[config.mk]
export PLATFORM = sky130hd
export DESIGN_NAME = ball_mover
export DESIGN_NICKNAME = d
export VERILOG_FILES = /design/src/rtl/ball_mover.sv
export SDC_FILE = /design/constraint.sdc
export NUM_CORES = 1
export LEC_CHECK = 0
export ABC_AREA = 1
export BUFFER_PORTS_ARGS = -buffer_cell sky130_fd_sc_hd__clkbuf_2
export CORE_MARGIN = 2
export CORE_UTILIZATION = 52
export CTS_BUF_LIST = sky130_fd_sc_hd__clkbuf_16
export DETAILED_ROUTE_END_ITERATION = 12
export GPL_ROUTABILITY_DRIVEN = 0
export PLACE_DENSITY = 0.73
export SLEW_MARGIN = 20
export SYNTH_ARGS = -nofsm -noshare
export SYNTH_HDL_FRONTEND = slang
export SYNTH_SLANG_ARGS = --single-unit
[constraint.sdc]
create_clock -name clock -period 3.9 [get_ports clock]
set_input_delay 0 -clock clock [delete_from_list [all_inputs] [get_ports clock]]
set_output_delay 0 -clock clock [all_outputs]
set_load 0.1 [all_outputs]
[src/rtl/ball_mover.sv]
// Ball position and frame sequencer: erase old 4x4 box, step the ball, redraw it,
// streaming pixels to the plotter over a valid/ready handshake once per frame tick.
module ball_mover #(
   parameter int       X_START   = 156,
   parameter int       Y_START   = 116,
   parameter int       BALL_SIZE = 4,
   parameter int       STEP      = 1,
   parameter int       X_MAX     = 320,
   parameter int       Y_MAX     = 240,
   parameter int       FRAME_DIV = 833334,
   parameter bit [2:0] BALL_COL  = 3'b111,
   parameter bit [2:0] BG_COL    = 3'b000
) (
   input  logic        clock,
   input  logic        reset_n,
   input  logic        enable,
   input  logic        horizontal,
   input  logic        vertical,
   input  logic        stop,
   output logic [10:0] x_ball,
   output logic [10:0] y_ball,
   output logic [10:0] plot_x,
   output logic [10:0] plot_y,
   output logic [2:0]  plot_colour,
   output logic        plot_valid,
   input  logic        plot_ready,
   output logic        col_enable,
   output logic        frame_done,
   output logic        halted
);

   localparam int          CNT_W    = $clog2(FRAME_DIV + 1);
   localparam logic [CNT_W-1:0] CNT_LAST = CNT_W'(FRAME_DIV - 1);
   localparam logic [11:0] X_LIM    = 12'(X_MAX - BALL_SIZE);
   localparam logic [11:0] Y_LIM    = 12'(Y_MAX - BALL_SIZE);
   localparam logic [11:0] STEP_W   = 12'(STEP);

   typedef enum logic [2:0] {S_WAIT, S_ERASE, S_MOVE, S_DRAW, S_DONE, S_HALT} state_t;

   state_t           state, state_nx;
   logic [CNT_W-1:0] frame_cnt;
   logic [3:0]       pix;
   logic [10:0]      x_nx, y_nx;
   logic [11:0]      x_inc, x_dec, y_inc, y_dec;

   // 12-bit arithmetic so the clamp sees both overflow past the edge and underflow below 0
   always_comb begin
      x_inc = {1'b0, x_ball} + STEP_W;
      x_dec = {1'b0, x_ball} - STEP_W;
      y_inc = {1'b0, y_ball} + STEP_W;
      y_dec = {1'b0, y_ball} - STEP_W;
      x_nx  = x_ball;
      y_nx  = y_ball;
      if (horizontal) x_nx = (x_inc > X_LIM) ? X_LIM[10:0] : x_inc[10:0];
      else            x_nx = x_dec[11] ? 11'd0 : x_dec[10:0];
      if (!vertical)  y_nx = (y_inc > Y_LIM) ? Y_LIM[10:0] : y_inc[10:0];
      else            y_nx = y_dec[11] ? 11'd0 : y_dec[10:0];
   end

   always_comb begin
      state_nx    = state;
      plot_x      = '0;
      plot_y      = '0;
      plot_colour = '0;
      plot_valid  = 1'b0;
      col_enable  = 1'b0;
      frame_done  = 1'b0;
      case (state)
         S_WAIT: if (enable && frame_cnt == CNT_LAST) state_nx = S_ERASE;
         S_ERASE, S_DRAW: begin
            plot_valid  = 1'b1;
            plot_x      = x_ball + {9'd0, pix[1:0]};
            plot_y      = y_ball + {9'd0, pix[3:2]};
            plot_colour = (state == S_DRAW) ? BALL_COL : BG_COL;
            if (plot_ready && pix == 4'd15) begin
               if (state == S_ERASE) state_nx = S_MOVE;
               else                  state_nx = halted ? S_HALT : S_DONE;
            end
         end
         S_MOVE: state_nx = S_DRAW;
         S_DONE: begin
            frame_done = 1'b1;
            col_enable = 1'b1;
            state_nx   = S_WAIT;
         end
         S_HALT: state_nx = S_HALT;
         default: state_nx = S_WAIT;
      endcase
   end

   always_ff @(posedge clock) begin
      if (reset_n) begin
         state     <= S_WAIT;
         frame_cnt <= '0;
         pix       <= '0;
         x_ball    <= 11'(X_START);
         y_ball    <= 11'(Y_START);
         halted    <= 1'b0;
      end else begin
         state <= state_nx;
         if (state == S_WAIT && enable)
            frame_cnt <= (frame_cnt == CNT_LAST) ? '0 : frame_cnt + 1'b1;
         // pixel index wraps 15 -> 0 on the last accept, ready for the next box
         if (plot_valid && plot_ready) pix <= pix + 4'd1;
         if (state == S_MOVE) begin
            if (stop) halted <= 1'b1;
            else begin
               x_ball <= x_nx;
               y_ball <= y_nx;
            end
         end
      end
   end

endmodule

======== After elaboration in Yosys (flattened, before gate mapping) ========
Index checks and enable logic that the tools add are counted.
cells by class
  add/subtract/negate cells ............... 8
  multiply operators ...................... 0
  div/mod/pow operators ................... 0
  magnitude comparators ................... 2
  equal/unequal tests ..................... 9
  shift-type cells ........................ 0
  multiplexer cells ....................... 18
  bitwise logic cells ..................... 1
  reduce and logical (&&, ||, !) cells .... 9
operators with widths
  operator                                             number
  2-to-1 mux 11 bit                                    8
  adder 11 x 1 -> 12 bit, second input constant        2
  subtractor 11 x 1 -> 12 bit, second input constant   2
  adder 11 x 2 -> 11 bit                               2
  adder 20 x 1 -> 20 bit, second input constant        1
  equality test 20 bit, second input constant          1
  2-to-1 mux 20 bit                                    1
  2-to-1 mux 3 bit                                     5
  > comparator 12 x 8 -> 1 bit, second input constant  1
  > comparator 12 x 9 -> 1 bit, second input constant  1
  one-hot mux 3 bit (4 select lines)                   1
  equality test 3 x 2 -> 1 bit, second input constant  2
  equality test 3 bit, second input constant           2
  AND reduction 2 bit                                  3
  adder 4 x 1 -> 4 bit, second input constant          1
  equality test 4 bit, second input constant           1
  logical AND 1 bit                                    4
  != test 2 bit, second input constant                 2
  equality test 3 x 1 -> 1 bit, second input constant  1
  logical NOT 3 bit                                    1
  2-to-1 mux 1 bit                                     3
  OR reduction 2 bit                                   1
  inverter 1 bit                                       1
storage, ports and cells
  flip-flop bits (word level) ............. 50
  bits in latches ......................... 0
  memory bits (writable) .................. 0
  ROM bits ................................ 0
  bits of input ports ..................... 7
  output and inout port bits .............. 51
  word-level logic and storage cells ...... 53
  memories ................................ 0

======== Depth between registers and ports, before layout ========
Gate-level depths: netlist of run 1.
  word-level depth ........................ 4
  gate-level depth with buffers ........... 14
  mapped depth without buffers ............ 13

======== Least setup slack after synthesis of run 1 ========
No wires, ideal clock.
  kind .................................... flip-flop to output port
  start point ............................. reg y_ball[0]
  end point ............................... out plot_y[9]
  arrival ................................. 4.209 ns
  required time ........................... 3.900 ns
  path slack .............................. -0.309 ns
  stages on the path, launching flop included .. 8
  path buffers ............................ 0
  path through ............................ dfxtp_1 > ha_1 > a21oi_1 > nor3_2 > nand2_1 > nor2_1 > nand2_1 > a221oi_1
on the way
  cells in the longest elaborated chain, start to end .. 2
ends and longest elaborated chain
  item                    RTL line  source
  from (decl)             21        output logic [10:0] y_ball,
  from (signal assigned)  97        y_ball <= 11'(Y_START);
  from (signal assigned)  109       y_ball <= y_nx;
  adder 11 x 2 -> 11 bit  73        plot_y = y_ball + {9'd0, pix[3:2]};
  2-to-1 mux 11 bit       68        case (state)
  to (decl)               23        output logic [10:0] plot_y,
Every way passes these cells.

======== Worst setup path in the final report of run 1 ========
  start point ............................. reg state[0]
  end point ............................... out plot_colour[0]
on the way
  cells in the longest elaborated chain, start to end .. 3
  elaborated cells on any way between the ends .. 5
  those cells by class .................... eq/ne (2); mux (2); reduce/logical (1)
ends and longest elaborated chain
  item                                                                                 RTL line  source
  from (decl)                                                                          40        state_t state, state_nx;
  from (signal assigned)                                                               100       state <= state_nx;
  equality test 3 x 2 -> 1 bit / equality test 3 x 1 -> 1 bit (equally long branches)  68, 74
  2-to-1 mux 3 bit / OR reduction 2 bit (equally long branches)                        74, 68
  2-to-1 mux 3 bit *                                                                   68
  to (decl)                                                                            24        output logic [2:0] plot_colour,
Mark *: on every way between the ends. The rest lies on a longest branch, timed or not.

==> results by group, run 1 <==
Die
  • Die width: ~93 µm
  • Site Rows: 32
  • Core area: a little under 8000 µm²
  • I/O pin total: 58
  • Chip height: between 90 and 100 µm
  • Die footprint: ~8600 µm²
  • Initial Util: roughly 53%

STA
  • Fmax: 372.7 MHz
  • Skew final: roughly 5.1 ps
  • Max-slew violation count: 0
  • Rel. slew slack: a little over half
  • Fin crit period: 2683 ps
  • Sum Neg Setup Slack: 0 ps
  • Final setup fails: 0
  • Fin. Hold Viols: 0
  • Final period util: approximately 69%
  • RSZ-0062 raised after global routing: no
  • Slew at the pin closest to its max-slew limit: 715.2 ps

Yosys
  • Post-synth top area share: between 20% and 30%
  • Largest family of logic cells by synthesized area: simple AND/OR/NAND/NOR gates
  • Synth Instances: around 660
  • Area of the mapped netlist: about 4100 µm²
  • Top cells by area, synth: dfxtp_1, nand2_1, a21oi_1
  • Register area share after synthesis: 24.40%
  • Asr flop ratio synth: 0%
  • Synth cell types: 40
  • EDFF count, synth: 0
  • Simple-gate area share of the yosys netlist: between 40% and 50%
  • Post-synthesis sequential element count: 50
  • Mux cell area share after synthesis: 0%
  • Post-Synth Adder-Cell Area: under 10%
  • Synth Area in Compound Gates: 15.74%
  • Synth Area per Inst: approximately 6.2 µm²
  • Largest area contributor in the netlist: dfxtp_1
  • Ys Warns: 0
  • Mapped Nets: about 680
  • Post-Synth XOR/XNOR Area: under 10%
  • Primary FF master, synth: dfxtp_1

Critical path
  • Startpoint types: register
  • Critical path type: reg2out
  • WP data required: 3900 ps
  • Data arrival, critical path: between 2000 and 3000 ps
  • Setup crit end kind: output port
  • Crit Path Max Fanout: 14

Layout
  • Reg area: 1001 µm²
  • Fillcell total: about 760
  • Final core utilization: between 50% and 60%
  • Antenna Cells: 0
  • Nets@finish: ~720
  • Multi-input logic area: roughly 2700 µm²
  • Area growth syn-to-layout: 11.13%
  • Layout cells sized above 1: 18.60%

Place
  • Port-buffer cells: 57
  • Post-DP HPWL: between 8000 and 9000 µm

Job
  • MaxCap Viol Count: 0

Power
  • Comb pwr share: approximately 50%
  • Psw: 1194 µW
  • Switching Share: 54.02%
  • Internal power: 1016 µW
  • Seq pwr share: 30.0%
  • VDD IR max: 0.3672 mV
  • Clk pwr share: between 10% and 20%
  • LEAKAGE: a little under 0.002 µW
  • Power per cell area: around 480 nW/µm²

Routing
  • DR DRC count: 0
  • DR WL/cell: approximately 14 µm
  • Iter 0 DRT Violations: 320
  • Routed Antenna Nets: 0
  • Vias per std cell: approximately 5.6
  • Via count: 4,464
  • First-pass detailed-route iteration total: 5
  • Drt total wl: 11,080 µm

Clock network
  • Clk Tree Root Cell: clkbuf_16
  • H-Tree Depth: 2
  • Clock slew at reported path FFs: approximately 70 ps
  • Num CTS Buffers: 5
  • # clock sinks: 50
  • Clock buffer depth: 2
  • CTS tree: yes
  • Post-CTS sizing: 0
  • Worst skew pair latency: between 200 and 300 ps

GRT
  • Initial antenna violation count: 0
  • Vias in the first global route: 4,061
  • Pin count of the biggest net entering global routing: 30
  • First-pass GRT wire length: about 19,000 µm
  • GRT Util Overall: 26.41%
  • Grt ovf: 0

Run status
  • Status: completed

Hold path
  • Worst hold path type: in2reg
## kinds of logic (layout without fill, tap and decap cells)
logic type               after synthesis  in the layout
AND/OR/NAND/NOR                      354            354
AO/OA/AOI/OAI                        120            120
buffers and inverters                101            142
flip-flops                            50             50
XOR/XNOR                              20             20
adder cells (fa/ha/maj)               13             13
## worst paths after layout
check,start,end,slack [ps],cells past startpoint
worst min-delay path,plot_ready,pix[2],100,5
worst max-delay path,state[0],plot_colour[0],1220,5
worst max register to register,state[0],pix[3],1470,8
worst min register to register,halted,halted,490,2
## synthesized netlist by cell type, drive strengths merged (2+ instances only)
cell type	n
o211ai	2
nand2	163
nor4	5
buf	16
nor2	81
or2	2
nand4	17
a221oi	2
o21ai	49
clkbuf	9
nor3	22
xor2	19
a31oi	2
inv	76
a211oi	2
fa	2
dfxtp	50
ha	11
a21oi	59
nand3	63
## placed cells by master, fill, tap and decap left out, drive strengths merged, types with 5 or more instances in the layout
cell / Yosys / final
nand2: 163 / 163
nor2: 81 / 81
inv: 76 / 77
nand3: 63 / 63
clkbuf: 9 / 62
a21oi: 59 / 59
dfxtp: 50 / 50
o21ai: 49 / 49
nor3: 22 / 22
xor2: 19 / 19
nand4: 17 / 17
ha: 11 / 11
nor4: 5 / 5
## routing by layer
layer,part of all wire (%),track usage [%]
met1,47,37.40
met2,45,41.73
met3,7.0,4.394
met4,1.3,6.740
met5,0,0
## critical path: stages, from the launching register on
cell and delay, ps:
dfxtp_1 390, inv_2 70, nor2_2 550, inv_1 520, nor2_1 340, clkbuf_2 510
## repair_timing
| action | 4_1_cts | 5_1_grt |
|---|---|---|
| endpoints found under the hold margin | 1 | 0 |
| hold buffers | 1 | 0 |
| buffers inserted | 0 | 0 |
## power by group through the flow
stage / Clock [µW] / Sequential, µW / Combinational, µW
global route: 458 / 674 / 1190
CTS: 443 / 659 / 1110
detailed placement: 0 / 671 / 1110
finish: 433 / 662 / 1110
global placement: 0 / 668 / 1100
floorplan: 0 / 860 / 746
## per-stage QoR
step | power [µW] | hold slack [ps] | instance area [µm²] | setup slack, ps | instances
floorplan | 1607 | 160.3 | 4124 | 157.6 | 658
CTS | 2211 | 91.41 | 4559 | 1253 | 801
global placement | 1767 | 271.6 | 4410 | 1650 | 793
global route | 2325 | 124.9 | 4559 | 1048 | 801
finish | 2210 | 102.3 | 4559 | 1217 | 801
detailed placement | 1776 | 283.4 | 4410 | 1544 | 793
## flip-flops by register name, summed over array words and instances (netlist names), named ones only
register	cells
y_ball	11
pix	4
state	2
x_ball	11
halted	1
frame_cnt	20
## area by class of cell
cell class	count	area share (%)
well taps	102	2.799
clock buffers	5	2.744
multi-input cells	507	59.30
repair buffers	59	6.641
clock inverters	2	0.3019
flip-flops and latches	50	21.95
inverters	76	6.257
No activity file was read; power rests on OpenSTA's default activity.
==> run 2: changes to the inputs <==
==> constraint.sdc (replaced) <==
create_clock -name clock -period 2.7 [get_ports clock]
set_input_delay 0 -clock clock [delete_from_list [all_inputs] [get_ports clock]]
set_output_delay 0 -clock clock [all_outputs]
set_load 0.1 [all_outputs]
==> run 2 against run 1 <==
Compared with the run above: clock power grew 65%; combinational power grew 51%; non-clock buffer count grew 7; sequential power grew 45%.
==> results by group, run 2 (synthesis results as in run 1) <==
Power
  • Power per cell area: 704.9 nW/µm² (was 484.7 nW/µm²)
  • Comb pwr share: 50.0% (was 50.4%)
  • Total power: 3352 µW (was 2210 µW)
  • VDD IR max: 0.4954 mV (was 0.3672 mV)
  • Switching Share: 52.15% (was 54.02%)
  • Clk pwr share: 21.4% (was 19.6%)
  • Internal power: 1604 µW (was 1016 µW)
  • Psw: 1748 µW (was 1194 µW)
  • LEAKAGE: 0.001991 µW (was 0.001931 µW)
  • Seq pwr share: 28.6% (was 30.0%)

STA
  • Rel. slew slack: 57.74% (was 52.27%)
  • Fin worst setup slack: 236.9 ps (was 1217 ps)
  • Fin crit period: about 2500 ps
  • RSZ-0062 raised after global routing: no (unchanged)
  • Slew at the pin closest to its max-slew limit: 629.0 ps (was 715.2 ps)
  • Final setup fails: 0 (unchanged)
  • Max-slew violation count: 0 (unchanged)
  • Fin. Hold Viols: 0 (unchanged)
  • Skew final: 7.261 ps (was 5.141 ps)
  • Fmax: a little over 400 MHz
  • WHS: 74.36 ps (was 102.3 ps)
  • Final period util: 91.23%

Die
  • Chip height: 92.83 µm (unchanged)
  • Die footprint: 8616 µm² (unchanged)
  • Site Rows: 32 (unchanged)
  • Initial Util: 53.37% (unchanged)
  • Die width: 92.83 µm (unchanged)
  • I/O pin total: 58 (unchanged)
  • Core area: 7687 µm² (unchanged)

Layout
  • Area growth syn-to-layout: 15.92% (was 11.13%)
  • Nets@finish: 726 (was 719)
  • Layout cells sized above 1: 22.21% (was 18.60%)
  • Commonest non-fill, non-tap cell in the layout: nand2_1 (unchanged)
  • Top reg by flops: frame_cnt (unchanged)
  • Max reg flops: 20 (unchanged)
  • Post-route cell area: 4756 µm² (was 4559 µm²)
  • Fillcell total: 771 (was 758)
  • Fin cells: 809 (was 801)
  • Antenna Cells: 0 (unchanged)
  • Commonest non-fill, non-tap cells in the layout: nand2_1, inv_1, nor2_1 (unchanged)
  • Top Registers: frame_cnt x20, x_ball x11, y_ball x11 (unchanged)

GRT
  • GRT Util Overall: 25.98% (was 26.41%)
  • Pin count of the biggest net entering global routing: 30 (unchanged)
  • Grt ovf: 0 (unchanged)
  • Initial antenna violation count: 0 (unchanged)
  • First-pass GRT wire length: 18,730 µm (was 18,840 µm)
  • Vias in the first global route: 4,069 (was 4,061)

Critical path
  • Worst setup path startpoint: pix[3] (was state[0])
  • Reg2reg path depth: 12 (was 8)
  • Data arrival, critical path: 2460 ps (was 2680 ps)
  • Crit Path Max Fanout: 5 (was 14)
  • Setup crit end kind: output port (unchanged)
  • R2R Path End: x_ball[4] (was pix[3])
  • WP data required: 2700 ps (was 3900 ps)
  • Flop-to-flop setup slack: 750 ps (was 1470 ps)
  • Startpoint types: register (unchanged)
  • Critical path type: reg2out (unchanged)
  • RR Startpoint: x_ball[1] (was state[0])

Place
  • Post-DP HPWL: 8207 µm (was 8203 µm)
  • Placed cell areas: 4569 µm² (was 4410 µm²)
  • DP Worst Slack: 445.6 ps (was 1544 ps)
  • Port-buffer cells: 57 (unchanged)
  • Dpl cells: 800 (was 793)

Hold path
  • Hold EP: pix[2] (unchanged)
  • Hold Startpoint: plot_ready (unchanged)
  • Worst hold path type: in2reg (unchanged)
  • WHS Path Cells: 5 (unchanged)

Clock network
  • H-Tree Depth: 2 (unchanged)
  • # clock sinks: 50 (unchanged)
  • Clock slew at reported path FFs: 70 ps (about the same)
  • Clk Tree Root Cell: clkbuf_16 (unchanged)
  • Num CTS Buffers: 5 (unchanged)
  • Worst skew pair latency: 290 ps (about the same)
  • CTS tree: yes (unchanged)
  • Clock buffer depth: 2 (unchanged)

Routing
  • Drt total wl: 11,010 µm (was 11,080 µm)
  • Via count: 4,442 (was 4,464)
  • Iter 0 DRT Violations: 265 (was 320)
  • Routed Antenna Nets: 0 (unchanged)
  • First-pass detailed-route iteration total: 6 (was 5)
  • DR WL/cell: 13.61 µm (was 13.83 µm)
  • Vias per std cell: 5.491 (was 5.573)
  • DR DRC count: 0 (unchanged)

Job
  • MaxCap Viol Count: 0 (unchanged)

Run status
  • Status: completed (unchanged)
## run 2: critical path: stages (launching register included)
cell      delay (ps)
dfxtp_1          370
ha_1             290
a21oi_1           80
nor3_2           240
nand2_1          110
nor2_1           330
nand2_1          170
a221oi_4         250
buf_4            330
## run 2: power by group through the flow
stage	Combinational, µW	Sequential (µW)	Clock [µW]
global route	1810	974	772
global placement	1650	966	0
finish	1680	959	716
floorplan	1110	1250	0
detailed placement	1670	970	0
CTS	1670	955	740
## run 2: what timing repair did
action,4_1_cts,5_1_grt
hold buffers,1,0
resized for setup,0,4
hold endpoints to repair,1,0
setup buffers,0,0
setup endpoints to repair,0,3
## run 2: worst max-delay path by stage
stage	to	slack [ps]	cells after the start
after CTS	plot_x[10]	90	10
final	plot_y[9]	240	8
after floorplan	plot_y[9]	-270	7
after detailed placement	plot_x[10]	450	10
after global placement	plot_x[10]	520	10
after global routing	plot_y[9]	80	8
## run 2: stage by stage
step | util, % | setup TNS, ps
global placement | 59.44 | 0
CTS | 61.75 | 0
global route | 61.87 | 0
detailed placement | 59.44 | 0
finish | 61.87 | 0
floorplan | - | -267.9
## run 2: area by class of cell
type                    count  area (µm²)  area share (%)
repair buffers             66       367.9           7.735
clock inverters             3       42.54          0.8945
flip-flops and latches     50        1010           21.23
multi-input cells         507        2798           58.83
well taps                 102       127.6           2.683
inverters                  76       285.3           5.998
clock buffers               5       125.1           2.631
## run 2: routing by layer
metal  vias up  track usage, %  routed length [µm]
li1       2266               -                   -
met5         -               0                   0
met4         0           7.108                 153
met3        15           3.499                 651
met2       146           42.51                5134
met1      2015           35.88                5071
==> run 3: changes to the inputs <==
--- a/config.mk
+++ b/config.mk
@@ -5,14 +5,16 @@
 export SDC_FILE = /design/constraint.sdc
 export NUM_CORES = 1
 export LEC_CHECK = 0
-export ABC_AREA = 1
+export ABC_AREA = 0
 export BUFFER_PORTS_ARGS = -buffer_cell sky130_fd_sc_hd__clkbuf_2
 export CORE_MARGIN = 2
 export CORE_UTILIZATION = 52
 export CTS_BUF_LIST = sky130_fd_sc_hd__clkbuf_16
+export CTS_CLUSTER_DIAMETER = 60
 export DETAILED_ROUTE_END_ITERATION = 12
 export GPL_ROUTABILITY_DRIVEN = 0
-export PLACE_DENSITY = 0.73
+export MAX_ROUTING_LAYER = met4
+export PLACE_DENSITY = 0.74
 export SLEW_MARGIN = 20
 export SYNTH_ARGS = -nofsm -noshare
 export SYNTH_HDL_FRONTEND = slang
==> run 3 against run 2 <==
Compared with the run above: setup slack improved by 78 ps; flip-flop and latch count unchanged; die area decreased by 7.8%; first-iteration DRC count decreased by 35%; clock-buffer cell count unchanged; register-to-register slack got worse by 400 ps; core utilization decreased by 1.9 points; routed wire length decreased by 13%; design area decreased by 10%.
==> results by group, run 3 <==
Place
  • DP Worst Slack: 409.4 ps (was 445.6 ps)
  • Port-buffer cells: 57 (unchanged)
  • Dpl cells: 623 (was 800)
  • Post-DP HPWL: 6825 µm (was 8207 µm)

Die
  • Site Rows: 31 (was 32)
  • Die width: 89.15 µm (was 92.83 µm)
  • I/O pin total: 58 (unchanged)
  • Initial Util: 52.82% (was 53.37%)
  • Core area: 7137 µm² (was 7687 µm²)
  • Chip height: 89.15 µm (was 92.83 µm)
  • Die footprint: 7947 µm² (was 8616 µm²)

Yosys
  • Synth Instances: 503 (was 658)
  • Largest area contributor in the netlist: dfxtp_1 (unchanged)
  • Asr flop ratio synth: 0% (unchanged)
  • Area of the mapped netlist: 3770 µm² (was 4103 µm²)
  • Synth Area per Inst: 7.495 µm² (was 6.235 µm²)
  • Most numerous cell in the Yosys netlist: nor2_1 (was nand2_1)
  • EDFF count, synth: 0 (unchanged)
  • Register area share after synthesis: 26.55% (was 24.40%)
  • Mapped Nets: 523 (was 678)
  • Post-synthesis sequential element count: 50 (unchanged)
  • Most frequent cells after synthesis: nor2_1, dfxtp_1, nand2_1, a21oi_1, clkbuf_1 (was nand2_1, inv_1, nor2_1, a21oi_1, nand3_1)
  • Primary FF master, synth: dfxtp_1 (unchanged)
  • Top cells by area, synth: dfxtp_1, nor2_1, xor2_1 (was dfxtp_1, nand2_1, a21oi_1)
  • Post-synth top area share: 26.55% (was 24.40%)
  • Ys Warns: 0 (unchanged)
  • Synth cell types: 68 (was 40)

Layout
  • Commonest non-fill, non-tap cell in the layout: clkbuf_2 (was nand2_1)
  • Top Registers: frame_cnt x20, x_ball x11, y_ball x11 (unchanged)
  • Max reg flops: 20 (unchanged)
  • Antenna Cells: 0 (unchanged)
  • Nets@finish: 552 (was 726)
  • Area growth syn-to-layout: 13.44% (was 15.92%)
  • Fin cells: 632 (was 809)
  • Commonest non-fill, non-tap cells in the layout: clkbuf_2, nor2_1, dfxtp_1 (was nand2_1, inv_1, nor2_1)
  • Layout cells sized above 1: 19.32% (was 22.21%)
  • Top reg by flops: frame_cnt (unchanged)

GRT
  • First-pass GRT wire length: 15,550 µm (was 18,730 µm)
  • Pin count of the biggest net entering global routing: 38 (was 30)
  • Vias in the first global route: 3,244 (was 4,069)
  • GRT Util Overall: 25.17% (was 25.98%)
  • Met3 Track Usage GR: 3.970% (was 3.499%)
  • Gr busiest metal: met2 (unchanged)
  • Grt ovf: 0 (unchanged)
  • Grt met2 use: 40.07% (was 42.51%)
  • GRT met1 Usage: 33.43% (was 35.88%)
  • Initial antenna violation count: 0 (unchanged)

Clock network
  • Clock slew at reported path FFs: 70 ps (about the same)
  • Clock buffer depth: 2 (unchanged)
  • Worst skew pair latency: 290 ps (about the same)
  • Num CTS Buffers: 5 (unchanged)
  • H-Tree Depth: 2 (unchanged)
  • Clk Tree Root Cell: clkbuf_16 (unchanged)
  • Post-CTS setup buffers: 0 (unchanged)
  • CTS tree: yes (unchanged)
  • # clock sinks: 50 (unchanged)

Routing
  • Via count: 3,790 (was 4,442)
  • DR WL/cell: 15.13 µm (was 13.61 µm)
  • Drt total wl: 9563 µm (was 11,010 µm)
  • DR DRC count: 0 (unchanged)
  • First-pass detailed-route iteration total: 5 (was 6)
  • Iter 0 DRT Violations: 173 (was 265)
  • Vias per std cell: 5.997 (was 5.491)
  • Routed Antenna Nets: 0 (unchanged)

Job
  • MaxCap Viol Count: 0 (unchanged)

Critical path
  • R2R Path End: x_ball[6] (was x_ball[4])
  • Flop-to-flop setup slack: 350 ps (was 750 ps)
  • Setup crit end kind: output port (unchanged)
  • Slowest-stage cell, CP: dfxtp_1 (unchanged)
  • Critical path type: reg2out (unchanged)
  • Crit path cell chain: ha_1 -> fa_1 -> nand4_1 -> xor2_1 -> nor2_4 -> clkbuf_2 (was ha_1 -> a21oi_1 -> nor3_2 -> nand2_1 -> nor2_1 -> nand2_1 -> a221oi_4 -> buf_4)
  • Data arrival, critical path: 2390 ps (was 2460 ps)
  • Crit-path max cell delay: 610 ps (was 370 ps)
  • Startpoint types: register (unchanged)
  • RR Startpoint: x_ball[1] (unchanged)
  • Reg2reg path depth: 6 (was 12)
  • WP data required: 2700 ps (about the same)
  • Crit Path Max Fanout: 13 (was 5)

Power
  • Total power: 2035 µW (was 3352 µW)
  • VDD IR max: 0.2872 mV (was 0.4954 mV)
  • LEAKAGE: 0.001625 µW (was 0.001991 µW)
  • Power per cell area: 475.8 nW/µm² (was 704.9 nW/µm²)

STA
  • Sum Neg Setup Slack: 0 ps (unchanged)
  • RSZ-0062 raised after global routing: no (unchanged)
  • Skew final: 2.299 ps (was 7.261 ps)
  • Fin. Hold Viols: 0 (unchanged)
  • Rel. slew slack: 46.32% (was 57.74%)
  • Fin worst setup slack: 314.9 ps (was 236.9 ps)
  • Max-slew violation count: 0 (unchanged)
  • WHS: 1.727 ps (was 74.36 ps)
  • Fmax: 419.3 MHz (was 406.0 MHz)
  • Fin crit period: 2385 ps (was 2463 ps)
  • Slew at the pin closest to its max-slew limit: 805.2 ps (was 629.0 ps)
  • Final period util: 88.34% (was 91.23%)
  • Final setup fails: 0 (unchanged)

Hold path
  • Hold Startpoint: plot_ready (unchanged)
  • WHS Path Cells: 3 (was 5)
  • Hold EP: pix[1] (was pix[2])
  • Worst hold path type: in2reg (unchanged)

Run status
  • Status: completed (unchanged)
==> run 3: cell count changes in the layout (fill, tap and decap cells not counted), moves of 10 or more <==
cell     previous run  this run
a21oi_1            50        28
and3_1              0        10
inv_1              65        16
inv_2              11         0
nand2_1           150        34
nand2_2            12         0
nand3_1            56        19
nor3_1             12        22
o21ai_0            44        23
xnor2_1             1        17
==> run 3: where the power goes <==
group	switching (µW)	internal, µW
clock	290	344
sequential	55.1	762
combinational	451	133
total	796	1240
==> run 3: timing repair <==
item	CTS	global route
hold buffers	1	0
endpoints found under the hold margin	1	0
resized for setup	0	0
==> run 3: cells by family (layout without fill, tap and decap cells) <==
logic type,Yosys count,count (layout),share of synthesized area [%]
buffers and inverters,61,91,7.003
XOR/XNOR,42,42,9.758
flip-flops,50,50,26.55
AND/OR/NAND/NOR,220,220,30.47
multiplexers,3,3,0.8629
AO/OA/AOI/OAI,114,114,20.65
adder cells (fa/ha/maj),13,13,4.713
==> run 3: metrics by stage <==
step                      util, %  instance area, µm²
after floorplan                 -                3840
after global placement      57.75                4121
after detailed placement    57.75                4121
after CTS                   59.92                4277
after global routing        59.92                4277
final                       59.92                4277
==> run 3: cell type report <==
type | count | area [µm²]
tap | 99 | 123.9
clock inverter | 3 | 20.02
sequential | 50 | 1002
inverter | 16 | 60.06
multi-input combinational | 392 | 2580
fill | 681 | 2860
clock buffer | 5 | 125.1
timing repair buffer | 67 | 365.4
==> run 3: worst max path at each step <==
stage	cells past startpoint	slack (ps)	end	from
final	6	310	plot_y[8]	y_ball[0]
after global placement	6	520	x_ball[6]	x_ball[0]
after floorplan	5	-390	plot_x[4]	x_ball[0]
after detailed placement	6	410	x_ball[6]	x_ball[1]
after CTS	6	300	plot_y[8]	y_ball[0]
after global routing	6	170	plot_y[8]	y_ball[0]
==> run 3: metal layers <==
metal	vias up	wire, µm
met4	0	84
met1	1755	4302
met3	11	595
li1	1881	-
met2	143	4581
met5	-	0
==> run 3: critical path, delay by kind of cell, from the launching register on <==
family | cells | cell delay, ps
XOR/XNOR | 1 | 200
adder cells (fa/ha/maj) | 2 | 600
buffers and inverters | 1 | 450
flip-flops | 1 | 610
AND/OR/NAND/NOR | 2 | 230
